**src/rtl/dp_control_unit.sv**
```systemverilog
// Multi-cycle control unit for ARM-style data-processing instructions.
// Sequences FETCH/DECODE/EXEC/WB and owns the NZCV flag register.
module dp_control_unit #(
    parameter int CNT_W = 32
) (
    input  logic             clk,
    input  logic             rst,
    input  logic             halt,
    input  logic [31:0]      ir,
    input  logic             w_ir_valid,
    input  logic [3:0]       alu_nzcv,
    output logic             write_ir,
    output logic             write_pc,
    output logic [3:0]       nzcv,
    output logic [3:0]       rf_ra,
    output logic [3:0]       rf_rb,
    output logic [3:0]       rf_wa,
    output logic             rf_we,
    output logic [3:0]       alu_op,
    output logic             imm_sel,
    output logic [31:0]      imm32,
    output logic [1:0]       shift_type,
    output logic [4:0]       shift_num,
    output logic             illegal,
    output logic [CNT_W-1:0] retired,
    output logic [1:0]       state
);

    localparam logic [1:0] FETCH  = 2'd0;
    localparam logic [1:0] DECODE = 2'd1;
    localparam logic [1:0] EXEC   = 2'd2;
    localparam logic [1:0] WB     = 2'd3;

    logic        exec_ok;
    logic        is_cmp;
    logic        is_arith;
    logic        is_dp;
    logic [4:0]  rot;
    logic [63:0] imm_dbl;
    logic [63:0] imm_sh;
    logic        unused_ir;

    assign rf_ra      = ir[19:16];
    assign rf_rb      = ir[3:0];
    assign rf_wa      = ir[15:12];
    assign alu_op     = ir[24:21];
    assign imm_sel    = ir[25];
    assign shift_type = ir[6:5];
    assign shift_num  = ir[11:7];
    assign unused_ir  = ^ir[31:28];

    // Rotate-right done as a shift of the doubled word.
    assign rot     = {ir[11:8], 1'b0};
    assign imm_dbl = {24'd0, ir[7:0], 24'd0, ir[7:0]};
    assign imm_sh  = imm_dbl >> rot;
    assign imm32   = imm_sh[31:0];

    // TST/TEQ/CMP/CMN occupy opcodes 8..11.
    assign is_cmp   = (alu_op[3:2] == 2'b10);
    assign is_arith = (alu_op >= 4'd2 && alu_op <= 4'd7)
                    || alu_op == 4'd10 || alu_op == 4'd11;
    assign is_dp    = (ir[27:26] == 2'b00);

    // A fetch is issued in the first FETCH cycle when halt is
    // sampled low on entry; otherwise FETCH idles and re-samples halt.
    always_ff @(posedge clk) begin
        if (rst) begin
            state    <= FETCH;
            nzcv     <= 4'd0;
            retired  <= '0;
            rf_we    <= 1'b0;
            illegal  <= 1'b0;
            write_ir <= 1'b0;
            write_pc <= 1'b0;
            exec_ok  <= 1'b0;
        end else begin
            write_ir <= 1'b0;
            write_pc <= 1'b0;
            rf_we    <= 1'b0;
            illegal  <= 1'b0;
            unique case (state)
                FETCH: begin
                    if (write_ir) begin
                        exec_ok <= w_ir_valid;
                        state   <= DECODE;
                    end else if (!halt) begin
                        write_ir <= 1'b1;
                        write_pc <= 1'b1;
                    end
                end
                DECODE: begin
                    if (!exec_ok) begin
                        state    <= FETCH;
                        write_ir <= !halt;
                        write_pc <= !halt;
                    end else if (!is_dp) begin
                        illegal  <= 1'b1;
                        state    <= FETCH;
                        write_ir <= !halt;
                        write_pc <= !halt;
                    end else begin
                        state <= EXEC;
                    end
                end
                EXEC: begin
                    rf_we <= !is_cmp;
                    state <= WB;
                end
                WB: begin
                    if (ir[20]) begin
                        if (is_arith)
                            nzcv <= alu_nzcv;
                        else
                            nzcv <= {alu_nzcv[3:1], nzcv[0]};
                    end
                    retired  <= retired + 1'b1;
                    state    <= FETCH;
                    write_ir <= !halt;
                    write_pc <= !halt;
                end
            endcase
        end
    end

endmodule
```
**config.mk**
```make
export PLATFORM = sky130hd
export DESIGN_NAME = dp_control_unit
export DESIGN_NICKNAME = d
export VERILOG_FILES = /design/src/rtl/dp_control_unit.sv
export SDC_FILE = /design/constraint.sdc
export NUM_CORES = 1
export LEC_CHECK = 0
export CORE_MARGIN = 3
export CORE_UTILIZATION = 30
export DETAILED_ROUTE_END_ITERATION = 10
export SETUP_SLACK_MARGIN = 0.5
export SLEW_MARGIN = 40
export SYNTH_ARGS = -nofsm -noshare
export SYNTH_HDL_FRONTEND = slang
export SYNTH_SLANG_ARGS = --single-unit
```
**constraint.sdc**
```tcl
create_clock -name clk -period 2.7 [get_ports clk]
set_input_delay 0.405 -clock clk [delete_from_list [all_inputs] [get_ports clk]]
set_output_delay 0.405 -clock clk [all_outputs]
set_load 0.02 [all_outputs]
```
* Word level (Yosys, flattened, before mapping)
Index checks and enable logic that the tools add are counted. W data, S select, Z words.
Storage, ports and cells: register bits after elaboration 42, output and inout bits 98, word-level logic and storage cells 44
Operators by class: $add $sub $neg 1, order comparisons 2, equality and inequality tests 7, shift-type cells 1, multiplexer cells 10, bitwise gates (word level) 3, reduce and logical (&&, ||, !) cells 12
Operator list (number):
- $shr A40 B5 Y32 | 1
- $add A32 B1 Y32 const B | 1
- $eq A4 B4 Y1 const B | 2
- $pmux W2 S4 | 1
- $eq A2 B2 Y1 const B | 3
- $mux W2 | 3
- $mux W1 | 5
- $ge A4 B2 Y1 const B | 1
- $le A4 B3 Y1 const B | 1
- $logic_not A2 Y1 | 2
- $reduce_and A2 Y1 | 2
- $not A1 Y1 | 3
- $pmux W1 S3 | 1
- $reduce_and A3 Y1 | 1
- $reduce_or A3 Y1 | 1
- $eq A2 B1 Y1 const B | 1
- $logic_not A1 Y1 | 2
- $logic_or A1 B1 Y1 | 2
- $ne A2 B2 Y1 const B | 1
- $reduce_or A2 Y1 | 1
- $logic_and A1 B1 Y1 | 1

* Longest topological paths before layout
depth in word-level cells 5, depth in mapped cells 7, depth with buffers taken out 5

* Worst setup path after synthesis
OpenSTA, ideal clock, no wires.
path type reg-to-reg, start point reg retired[0], end point reg retired[28], data arrival time 2073 ps, data required time 2629 ps, path slack 556 ps, cell stages (with the launch flop) 7, buffers on the path 1, path through dfxtp_1 -> ha_1 -> nand3_2 -> or4_4 -> buf_6 -> or4_1 -> a21oi_1
Between the ends: longest elaborated chain between the ends 1
RTL lines:
- from (decl) | line 25 | output logic [CNT_W-1:0] retired,
- from (signal assigned) | line 116 | retired <= retired + 1'b1;
- $add A32 B1 Y32 | line 116
No other way between the ends. A chain may end at the register's enable or synchronous reset.

* Worst setup path in the final report
start point in ir[6], end point out imm32[14]
Between the ends: longest elaborated chain between the ends 1
RTL lines:
- from (decl) | line 9 | input logic [31:0] ir,
- $shr A40 B5 Y32 | line 55 | assign imm_sh = imm_dbl >> rot;
- to (decl) | line 21 | output logic [31:0] imm32,
No other way between the ends.

==> flow_metrics.tcl <==
set metrics [dict create \
    status "finished, final reports clean" \
    place_hpwl_um 5630 \
    vias 2838 \
    fp.dieW_um 98.3 \
    finalCritPeriodShare_pct 80.9 \
    synth.distinct_cells 38 \
    grt_use_total_pct 15.6 \
    ff2ff_path_depth 4 \
    grt_overflow 0 \
    first_global_vias 2537 \
    critical_path.endpoint_type "output pin" \
    critPathSlowestCell "clkdlybuf4s50_1" \
    synth_commonest_cells "dfxtp_1 (42), nor2_1 (37), a21oi_1 (28)" \
    htree_num_levels 2 \
    synth_top_area_share_pct 32.9 \
    postCtsHoldBufs 0 \
    start_util_pct 31.0 \
    final_layout_size_suffix_gt1_share_pct 21.0 \
    grt_max_degree 21 \
    area_delta_synth_final_pct 55.7 \
    fin_crit_ps 2180 \
    drt_iter0_markers 118 \
    rows 33 \
    synthFlopType "dfxtp_1" \
    wl_per_cell_um 14.6 \
    fillers 821 \
    viasPerCell 5.18 \
    grt_pass1_wl_um 12700 \
    seq_area_um2 842 \
    wl_um 8020 \
    fp.dieH_um 98.3 \
    async_flop_share_pct 0 \
    path_cells "clkdlybuf4s50_1 > buf_4 > nand2_1 > nor3_1 > a21oi_2 > nor2_1 > clkdlybuf4s15_2" \
    seq_area_frac_synth_pct 32.9 \
    rsz0062_at_grt "true" \
    synth-seq-cells 42 \
    max_stage_delay_ps 540 \
    detail-route-antenna-nets 0 \
    crit_type "in -> out" \
    cts_buffer_depth 2 \
    fin_skew_ps 14.0 \
    relSlewSlack_pct 50.9 \
    multiInputGateArea_um2 1540 \
    antenna_found_initial 0 \
    n_antenna_cell 0 \
    critical_path.startpoint_type "input pin" \
    synth.yosys.warnings 0 \
    clkSinkCount 42 \
    ys_top_cells_by_area "dfxtp_1 (33%), buf_4 (7.3%), a21oi_1 (5.5%)" \
    clk_pin_slew_worst_paths_ps 90 \
    crit_required_ps 2300 \
    cts_tree "built" \
    syn_nets 379 \
    slew_viol_final 0 \
    tightest_slew_ps 734 \
    drc 0 \
    fmax_mhz 458 \
    clock-root-buffer "clkbuf_8" \
    syn_inst 338 \
    pre_cts_slack_ps -47.2 \
    cts_buffers 5 \
    ir_drop_v 0.000221 \
    syn-cell-area_um2 2560 \
    cap_violations 0 \
    power.density_nw_per_um2 386 \
    cp_num_buf_inv 3 \
    port_buffers 113 \
    p_leak_uw 0.00148 \
    finalHoldViolations 0 \
    first_pass_iters 4 \
    fin_total_pwr_uw 1540 \
    holdCritPathClass "reg -> reg" \
    fin_tns_setup_ps 0 \
    dieArea_um2 9660 \
    setup_viol 0 \
    worst_slack_ps 516 \
    core_um2 8260 \
    path_max_fanout 4 \
    synth.avg_cell_area_um2 7.56 \
    synth_edf_count 0 \
    cp_data_arrival_time_ps 1780 \
    synth.largest_area_cell "dfxtp_1" \
    path_depth 7 \
    gp_congestion 0.797 \
    yosysMostFrequentCell "dfxtp_1" \
    nets 483 \
    ios 138 \
    cp_top_family "buffers and inverters" \
    holdPathStages 2 \
    clock_latency_ps 300 \
]
## flip-flops by register name, indices dropped and copies added, names as in the netlist, named ones only
register and count:
retired 32, rf_we 1, write_pc 1, state 1
nzcv 4, illegal 1, exec_ok 1
## cell type report
class / instances / share of cell area [%]
clock buffers: 5 / 1.73
clock inverters: 3 / 1.73
inverters: 7 / 0.754
multi-input cells: 243 / 38.7
flip-flops and latches: 42 / 21.2
well taps: 105 / 3.30
repair buffers: 143 / 32.6
## cell usage in the layout, fill, tap and decap left out, types with 9 or more instances in the layout
cell type,n
clkdlybuf4s50_1,72
nand4_1,10
dfxtp_1,41
or3_1,13
or4_1,10
o21ai_0,21
buf_2,24
nand3_1,20
nor2_1,37
a21oi_1,25
nand2_1,25
nor3_1,10
buf_4,25
o31ai_1,9
## report_power, final
| group | switching (uW) | internal [uW] |
|---|---|---|
| Combinational | 165 | 146 |
| Clock | 232 | 371 |
| Sequential | 2.22 | 621 |
| Total | 399 | 1140 |
## metal layers
metal  track usage (%)  part of all wire [%]
met1              20.3                    44
met2              25.0                    47
met3              5.21                   8.0
met4              3.78                   1.1
met5                 0                     0
## cells by family after synthesis
logic type	after synthesis	share of synthesized area (%)
AND/OR/NAND/NOR	151	31.1
AO/OA/AOI/OAI	68	15.3
buffers and inverters	54	11.9
flip-flops	42	32.9
multiplexers	12	4.80
XOR/XNOR	10	3.43
adder cells (fa/ha/maj)	1	0.489
## per-stage QoR
stage	instances	hold WS, ps	cell area [um^2]	util [%]
after floorplan	338	436	2560	-
after global placement	528	446	3690	44.7
after detailed placement	528	459	3690	44.7
after CTS	539	472	3840	46.5
after global routing	548	499	3980	48.2
final	548	470	3980	48.2
## worst paths after layout
kind                            from                        to  slack [ps]
min reg2reg     exec_ok$_SDFFE_PP0P_      exec_ok$_SDFFE_PP0P_         470
max reg2reg  retired[5]$_SDFFE_PP0N_  retired[31]$_SDFFE_PP0N_         600
max                            ir[6]                 imm32[14]         520
min             exec_ok$_SDFFE_PP0P_      exec_ok$_SDFFE_PP0P_         470
## tightest hold or removal path: stages, from the launching register on
cell and delay (ps):
dfxtp_1 320, nand2_1 60, a21oi_1 50
## timing repair
action,CTS,global route
cloned,2,2
gates resized for setup,137,29
pin swaps,4,2
buffers inserted,1,7
setup endpoints to repair,35,32
Note: power is estimated with default switching activity, not from simulation.
